`src/rtl/traffic_light_ctrl.sv`:
```
// Single-approach traffic-light controller: red/yellow/green head, WALK lamp,
// latched pedestrian request that shortens green, and a flashing-yellow night mode.
// Phase lengths are counted in prescaler ticks derived from sys_clk.
module traffic_light_ctrl #(
  parameter int unsigned TICK_DIV    = 50,
  parameter int unsigned T_RED       = 8,
  parameter int unsigned T_GREEN     = 10,
  parameter int unsigned T_MIN_GREEN = 4,
  parameter int unsigned T_YELLOW    = 3,
  parameter int unsigned FLASH_HALF  = 2,
  parameter int unsigned CNT_W       = 8
) (
  input  logic       sys_clk,
  input  logic       sys_rst_n,
  input  logic       ped_req,
  input  logic       night_mode,
  output logic [2:0] led,
  output logic       walk,
  output logic [1:0] phase
);

  typedef enum logic [1:0] {
    S_RED    = 2'd0,
    S_GREEN  = 2'd1,
    S_YELLOW = 2'd2,
    S_FLASH  = 2'd3
  } state_e;

  localparam int unsigned PW = (TICK_DIV > 1) ? $clog2(TICK_DIV) : 1;

  localparam logic [PW-1:0]    PRESC_LAST = PW'(TICK_DIV - 1);
  localparam logic [CNT_W-1:0] RED_LAST   = CNT_W'(T_RED - 1);
  localparam logic [CNT_W-1:0] GREEN_LAST = CNT_W'(T_GREEN - 1);
  localparam logic [CNT_W-1:0] MING_LAST  = CNT_W'(T_MIN_GREEN - 1);
  localparam logic [CNT_W-1:0] YEL_LAST   = CNT_W'(T_YELLOW - 1);
  localparam logic [CNT_W-1:0] FLASH_LAST = CNT_W'(FLASH_HALF - 1);

  state_e           state_q;
  logic [PW-1:0]    presc_q;
  logic [CNT_W-1:0] cnt_q;
  logic             ped_q;
  logic             blink_q;
  logic [2:0]       led_q;
  logic             walk_q;

  logic             tick;
  logic [CNT_W-1:0] cnt_last;
  logic             phase_end;
  logic             green_cut;

  // Tick decode and end-of-phase / early-green-exit conditions
  always_comb begin
    tick = (presc_q == PRESC_LAST);
    cnt_last = RED_LAST;
    unique case (state_q)
      S_RED:    cnt_last = RED_LAST;
      S_GREEN:  cnt_last = GREEN_LAST;
      S_YELLOW: cnt_last = YEL_LAST;
      S_FLASH:  cnt_last = FLASH_LAST;
      default:  cnt_last = RED_LAST;
    endcase
    phase_end = tick && (cnt_q == cnt_last);
    green_cut = tick && ped_q && (cnt_q >= MING_LAST);
  end

  // Controller state, timers, pedestrian latch and registered lamp outputs
  always_ff @(posedge sys_clk) begin
    if (!sys_rst_n) begin
      state_q <= S_RED;
      presc_q <= '0;
      cnt_q   <= '0;
      ped_q   <= 1'b0;
      blink_q <= 1'b0;
      led_q   <= 3'b100;
      walk_q  <= 1'b1;
    end else if (night_mode && (state_q != S_FLASH)) begin
      state_q <= S_FLASH;
      presc_q <= '0;
      cnt_q   <= '0;
      ped_q   <= 1'b0;
      blink_q <= 1'b1;
      led_q   <= 3'b010;
      walk_q  <= 1'b0;
    end else if (night_mode) begin
      presc_q <= tick ? '0 : presc_q + PW'(1);
      if (phase_end) begin
        cnt_q   <= '0;
        blink_q <= ~blink_q;
        led_q   <= {1'b0, ~blink_q, 1'b0};
      end else if (tick) begin
        cnt_q <= cnt_q + CNT_W'(1);
      end
    end else if (state_q == S_FLASH) begin
      // Leaving night mode restarts a complete red phase from a clean prescaler.
      state_q <= S_RED;
      presc_q <= '0;
      cnt_q   <= '0;
      ped_q   <= 1'b0;
      blink_q <= 1'b0;
      led_q   <= 3'b100;
      walk_q  <= 1'b1;
    end else begin
      presc_q <= tick ? '0 : presc_q + PW'(1);
      if (tick) begin
        cnt_q <= cnt_q + CNT_W'(1);
      end
      if (ped_req && ((state_q == S_GREEN) || (state_q == S_YELLOW))) begin
        ped_q <= 1'b1;
      end
      // Transition assignments come last so they override the counter and latch updates.
      unique case (state_q)
        S_RED: begin
          if (phase_end) begin
            state_q <= S_GREEN;
            cnt_q   <= '0;
            led_q   <= 3'b001;
            walk_q  <= 1'b0;
          end
        end
        S_GREEN: begin
          if (phase_end || green_cut) begin
            state_q <= S_YELLOW;
            cnt_q   <= '0;
            led_q   <= 3'b010;
            walk_q  <= 1'b0;
          end
        end
        S_YELLOW: begin
          if (phase_end) begin
            state_q <= S_RED;
            cnt_q   <= '0;
            ped_q   <= 1'b0;
            led_q   <= 3'b100;
            walk_q  <= 1'b1;
          end
        end
        default: begin
          state_q <= S_RED;
        end
      endcase
    end
  end

  assign led   = led_q;
  assign walk  = walk_q;
  assign phase = state_q;

endmodule

```
`config.mk`:
```
export PLATFORM = sky130hd
export DESIGN_NAME = traffic_light_ctrl
export DESIGN_NICKNAME = d
export VERILOG_FILES = /design/src/rtl/traffic_light_ctrl.sv
export SDC_FILE = /design/constraint.sdc
export NUM_CORES = 1
export LEC_CHECK = 0
export ABC_CLOCK_PERIOD_IN_PS = 3320
export BUFFER_PORTS_ARGS = -buffer_cell sky130_fd_sc_hd__buf_2
export CAP_MARGIN = 0
export CORE_UTILIZATION = 45
export CTS_BUF_LIST = sky130_fd_sc_hd__clkbuf_4 sky130_fd_sc_hd__clkbuf_8 sky130_fd_sc_hd__clkbuf_16
export DETAILED_ROUTE_END_ITERATION = 12
export HOLD_SLACK_MARGIN = 0.08
export SLEW_MARGIN = 20
export SYNTH_ARGS = -nofsm -noshare
export SYNTH_HDL_FRONTEND = slang
export SYNTH_SLANG_ARGS = --single-unit
```
`constraint.sdc`:
```
create_clock -name sys_clk -period 3.32 [get_ports sys_clk]
set_input_delay 0.166 -clock sys_clk [delete_from_list [all_inputs] [get_ports sys_clk]]
set_output_delay 0.166 -clock sys_clk [all_outputs]
set_load 0.01 [all_outputs]
```
## Yosys cells after proc, flatten, opt, wreduce, memory -nomap -nowiden

Index checks and enable logic that the tools add are counted.

| storage, ports and cells | value |
|---|---|
| bits in registers | 22 |
| input bits | 4 |
| output and inout bits | 6 |

| cells by class | value |
|---|---|
| add/sub/neg operators | 2 |
| $lt $le $gt $ge | 1 |
| equal/unequal tests | 16 |
| multiplexer cells | 40 |
| bitwise gates (word level) | 2 |
| reduce and logical (&&, ||, !) cells | 19 |

Operators by type and width:

| operator | number |
|---|---|
| $mux 8 | 5 |
| $pmux 8 s4 | 1 |
| $mux 3 | 7 |
| $mux 6 | 3 |
| $pmux 8 s2 | 1 |
| $reduce_and 5->1 | 3 |
| $mux 1 | 14 |
| $mux 2 | 6 |
| $reduce_bool 5->1 | 2 |
| $pmux 3 s3 | 1 |
| $add 8x1->8 const B | 1 |
| $eq 8x8->1 | 1 |
| $ge 8x2->1 const B | 1 |
| $ne 4x3->1 const B | 2 |
| $ne 4x4->1 const B | 2 |
| $add 6x1->6 const B | 1 |
| $eq 6x6->1 const B | 1 |
| $ne 3x3->1 const B | 2 |
| $pmux 2 s3 | 1 |
| $reduce_bool 6->1 | 1 |
| $logic_and 1x1->1 | 5 |
| $ne 5x4->1 const B | 1 |
| $eq 2x2->1 const B | 2 |
| $ne 2x1->1 const B | 2 |
| other kinds (11) | 14 |

## Longest topological paths before layout

| logic depth | value |
|---|---|
| depth in word-level cells | 10 |
| depth in mapped cells | 9 |

## Worst setup path after synthesis

OpenSTA, ideal clock, no wires.

| timing | value |
|---|---|
| kind | reg2reg |
| from | register cnt_q[6] |
| to | register walk_q, in the netlist walk |
| arrival time | 2.157 ns |
| path slack | 1.025 ns |
| stages on the path, launching flop included | 7 |
| path buffers | 0 |
| cell sequence | dfxtp_1 or4_1 or4_1 a311o_1 a21oi_4 mux2i_1 o221ai_2 |

| between the ends | value |
|---|---|
| cells in the longest elaborated chain, start to end | 5 |
| elaborated cells between the ends (all ways) | 9 |

Ends and longest elaborated chain:

| item | line | RTL |
|---|---|---|
| start: declaration | 40 | `logic [CNT_W-1:0] cnt_q;` |
| start signal: assignment | 91 | `cnt_q <= cnt_q + CNT_W'(1);` |
| start signal: assignment | 105 | `cnt_q <= cnt_q + CNT_W'(1);` |
| $ge 8x2->1 / $eq 8x8->1 (equally long branches) | 63, 62 |  |
| $logic_and 1x1->1 (on tied branches) | 63, 62 |  |
| $logic_or 1x1->1 | 121 | `if (phase_end \|\| green_cut) begin` |
| $ne 4x3->1 (no line) | n/a |  |
| $reduce_and 5->1 (no line) * | n/a |  |
| end signal: assignment | 75 | `walk_q <= 1'b1;` |
| end signal: assignment | 117 | `walk_q <= 1'b0;` |
| end signal: assignment | 125 | `walk_q <= 1'b0;` |
| end: declaration | 44 | `logic walk_q;` |

Every way passes the cells marked *; elsewhere a longest branch is shown, timed or not.
A chain may end at the register's enable or synchronous reset.

## Worst setup path after layout

| timing | value |
|---|---|
| from | register cnt_q[6] |
| to | register cnt_q[1] |

| between the ends | value |
|---|---|
| cells in the longest elaborated chain, start to end | 7 |
| elaborated cells between the ends (all ways) | 10 |

Ends and longest elaborated chain:

| item | line | RTL |
|---|---|---|
| $ge 8x2->1 / $eq 8x8->1 (equally long branches) | 63, 62 |  |
| $logic_and 1x1->1 (on tied branches) | 63, 62 |  |
| $logic_or 1x1->1 | 121 |  |
| $mux 8 | 121 |  |
| $pmux 8 s2 | 111 | `unique case (state_q)` |
| $mux 8 | 93 | `end else if (state_q == S_FLASH) begin` |
| $mux 8 * | 84 | `end else if (night_mode) begin` |

Marked as above.

==> out/metrics.yaml <==
finish:
  diodes: 0
  final_cells: 183
  syn2layout_area_growth_pct: 8.817
  nets: 168
  drive_gt1_share_pct: 13.07
  fin_util_pct: 53.39
  fillers: 249
pwr:
  vdd_drop_max_mv: 0.2354
  pwr-share-seq_pct: 51.7
  p_total_uw: 564.9
  p_clk_share_pct: 25.8
  switchingPower_uw: 168.7
  p_leak_uw: 0.0005591
  p_comb_share_pct: 22.5
  intPower_uw: 396.2
  p_sw_share_pct: 29.86
  p_per_area_nw_per_um2: 415.7
job:
  drv_cap: 0
die:
  die_x_um: 54.68
  ios: 10
  fp.dieArea_um2: 2989
  die_h_um: 54.68
  rows: 18
  core-area_um2: 2545
  start_util_pct: 49.07
sta:
  fin_tns_setup_ns: 0
  slew_headroom_pct: 66.49
  finClkSkew_ns: 0.003011
  setup_violations: 0
  postLayoutSetupSlackWorst_ns: 0.8669
  max_freq_mhz: 407.6
  timing.final.crit_period_ns: 2.453
  rsz0062_at_grt: "false"
  final-max-slew-violation-count: 0
  hold_violations: 0
  period_share_pct: 73.89
  worstMarginPinSlew_ns: 0.4981
worst_setup_path:
  criticalPathCategory: "reg2reg"
  crit_family: "simple AND/OR/NAND/NOR gates"
  critPathRequiredTime_ns: 3.56
  cp.arrival_ns: 2.70
  crit_slowest_cell: "or4_1"
  cpPeakStageDelay_ns: 0.54
  end_kind: "register"
  path_buf_inv: 0
  cp_max_fo: 8
  start_kind: "register"
  path_cells: "or4_1 > or4_1 > a311o_1 > a21oi_2 > nand3_2 > a21oi_2"
logic_synthesis:
  synth-seq-area-share_pct: 35.27
  yosysTopAreaCell: "dfxtp_1"
  synthMostInstantiatedCell: "dfxtp_1"
  ys.flop_type: "dfxtp_1"
  synthArstFlopShare_pct: 0
  synth_area_um2: 1249
  ys_ff_latch: 22
  synthCells: 143
  synthTopCellsByArea: "dfxtp_1 (35%), ha_1 (10%), nor2_1 (5.7%), xnor2_1 (5.6%), xor2_1 (4.9%)"
  ys_types: 39
  synth_top_area_share_pct: 35.27
  syn_avg_cell_area_um2: 8.732
  synth_edf_count: 0
  synth_fp_nets: 157
  synthTopCellsByCount: "dfxtp_1 (22), nor2_1 (19), nand2_1 (11)"
  yosys_warnings: 0
clock_network:
  hold_buffers: 0
  cts_setup_buffers: 0
  clkTransAtPathRegs_ns: 0.12
  cts_buffers: 3
  htree_levels: 1
  cts_resized: 0
  cts_tree: "yes"
  root_buffer: "clkbuf_4"
  clkSinkCount: 22
  clock_path_buffers: 2
  clk_latency_ns: 0.30
grt:
  overflow: 0
  grt_pass1_vias: 921
  grt_max_degree: 16
  antenna_found_initial: 0
  grt_pass1_wl_um: 4029
  track_usage_pct: 18.92
outcome:
  run_status: "completed"
routing:
  drtIter0Drc: 27
  detail-route-antenna-nets: 0
  routedWlPerCell_um: 13.56
  vias_per_cell: 5.617
  wirelength_um: 2481
  first_pass_iters: 4
  drc_errors: 0
  num_vias: 1028
placement:
  dpl.hpwl_um: 1855
  dpl_worst_slack_ns: 0.8889
  io_buffers: 9
  dp.cells: 179
  gp_congestion: 0.7952
hold_path:
  worst_hold_path_type: "in2reg"
==> final cells by class <==
cell class / count / area (um2) / share of cell area [%]
Multi-Input combinational cell: 109 / 762.0 / 56.08
Sequential cell: 22 / 440.4 / 32.41
Timing Repair Buffer: 10 / 52.55 / 3.867
Tap cell: 30 / 37.54 / 2.762
Clock buffer: 4 / 36.28 / 2.670
Inverter: 8 / 30.03 / 2.210
==> routing by layer <==
metal,part of all wire [%],track usage (%)
met1,47,23.21
met2,48,31.93
met3,3.1,2.500
met4,1.8,9.402
met5,0,0
==> sequential cells by signal, indices dropped and copies added (netlist names) <==
signal and cells:
cnt_q 8, blink_q 1, led 3, ped_q 1, phase 2, presc_q 6, walk 1
==> power by group through the flow <==
stage          sequential [uW]  clock, uW  combinational, uW
3_5_place_dp               298          0                127
3_3_place_gp               298          0                126
2_1_floorplan              299          0               91.1
6_report                   292        146                127
5_1_grt                    295        164                142
4_1_cts                    292        155                127
==> final timing paths <==
check	from	slack, ns	end	cells past startpoint
max	cnt_q[6]$_SDFF_PP0_	0.87	cnt_q[1]$_SDFF_PP0_	6
max reg2reg	cnt_q[6]$_SDFF_PP0_	0.87	cnt_q[1]$_SDFF_PP0_	6
min	sys_rst_n	0.18	walk$_SDFFE_PN1P_	2
min reg2reg	led[1]$_SDFFE_PN0P_	0.47	led[1]$_SDFFE_PN0P_	2
==> metrics by stage <==
step | cell area [um2] | hold WS (ns)
2_1_floorplan | 1249 | 0.3311
3_3_place_gp | 1323 | 0.4459
3_5_place_dp | 1323 | 0.4639
4_1_cts | 1359 | 0.1563
5_1_grt | 1359 | 0.1657
6_report | 1359 | 0.1764
==> cell usage in the layout, fill, tap and decap left out, types with 3 or more instances in the layout <==
cell	count
or4_1	3
dfxtp_1	22
clkbuf_4	3
nor2_1	19
mux2i_1	3
nand3_1	10
o21ai_0	4
xnor2_1	8
a21oi_1	3
inv_1	7
xor2_1	7
buf_2	9
nand2_1	11
ha_1	10
==> logic make-up (layout without fill, tap and decap cells) <==
kind of cell	after synthesis	count (layout)	share of synthesized area, %
xor gates and xnor gates	15	15	10.52
DFF	22	22	35.27
buffers and inverters	12	22	3.707
and+or+nand+nor	55	55	21.65
muxes	3	3	2.405
AOI/OAI and AO/OA	26	26	16.43
adders and majority gates	10	10	10.02
Power figures use the tool's default switching activity.
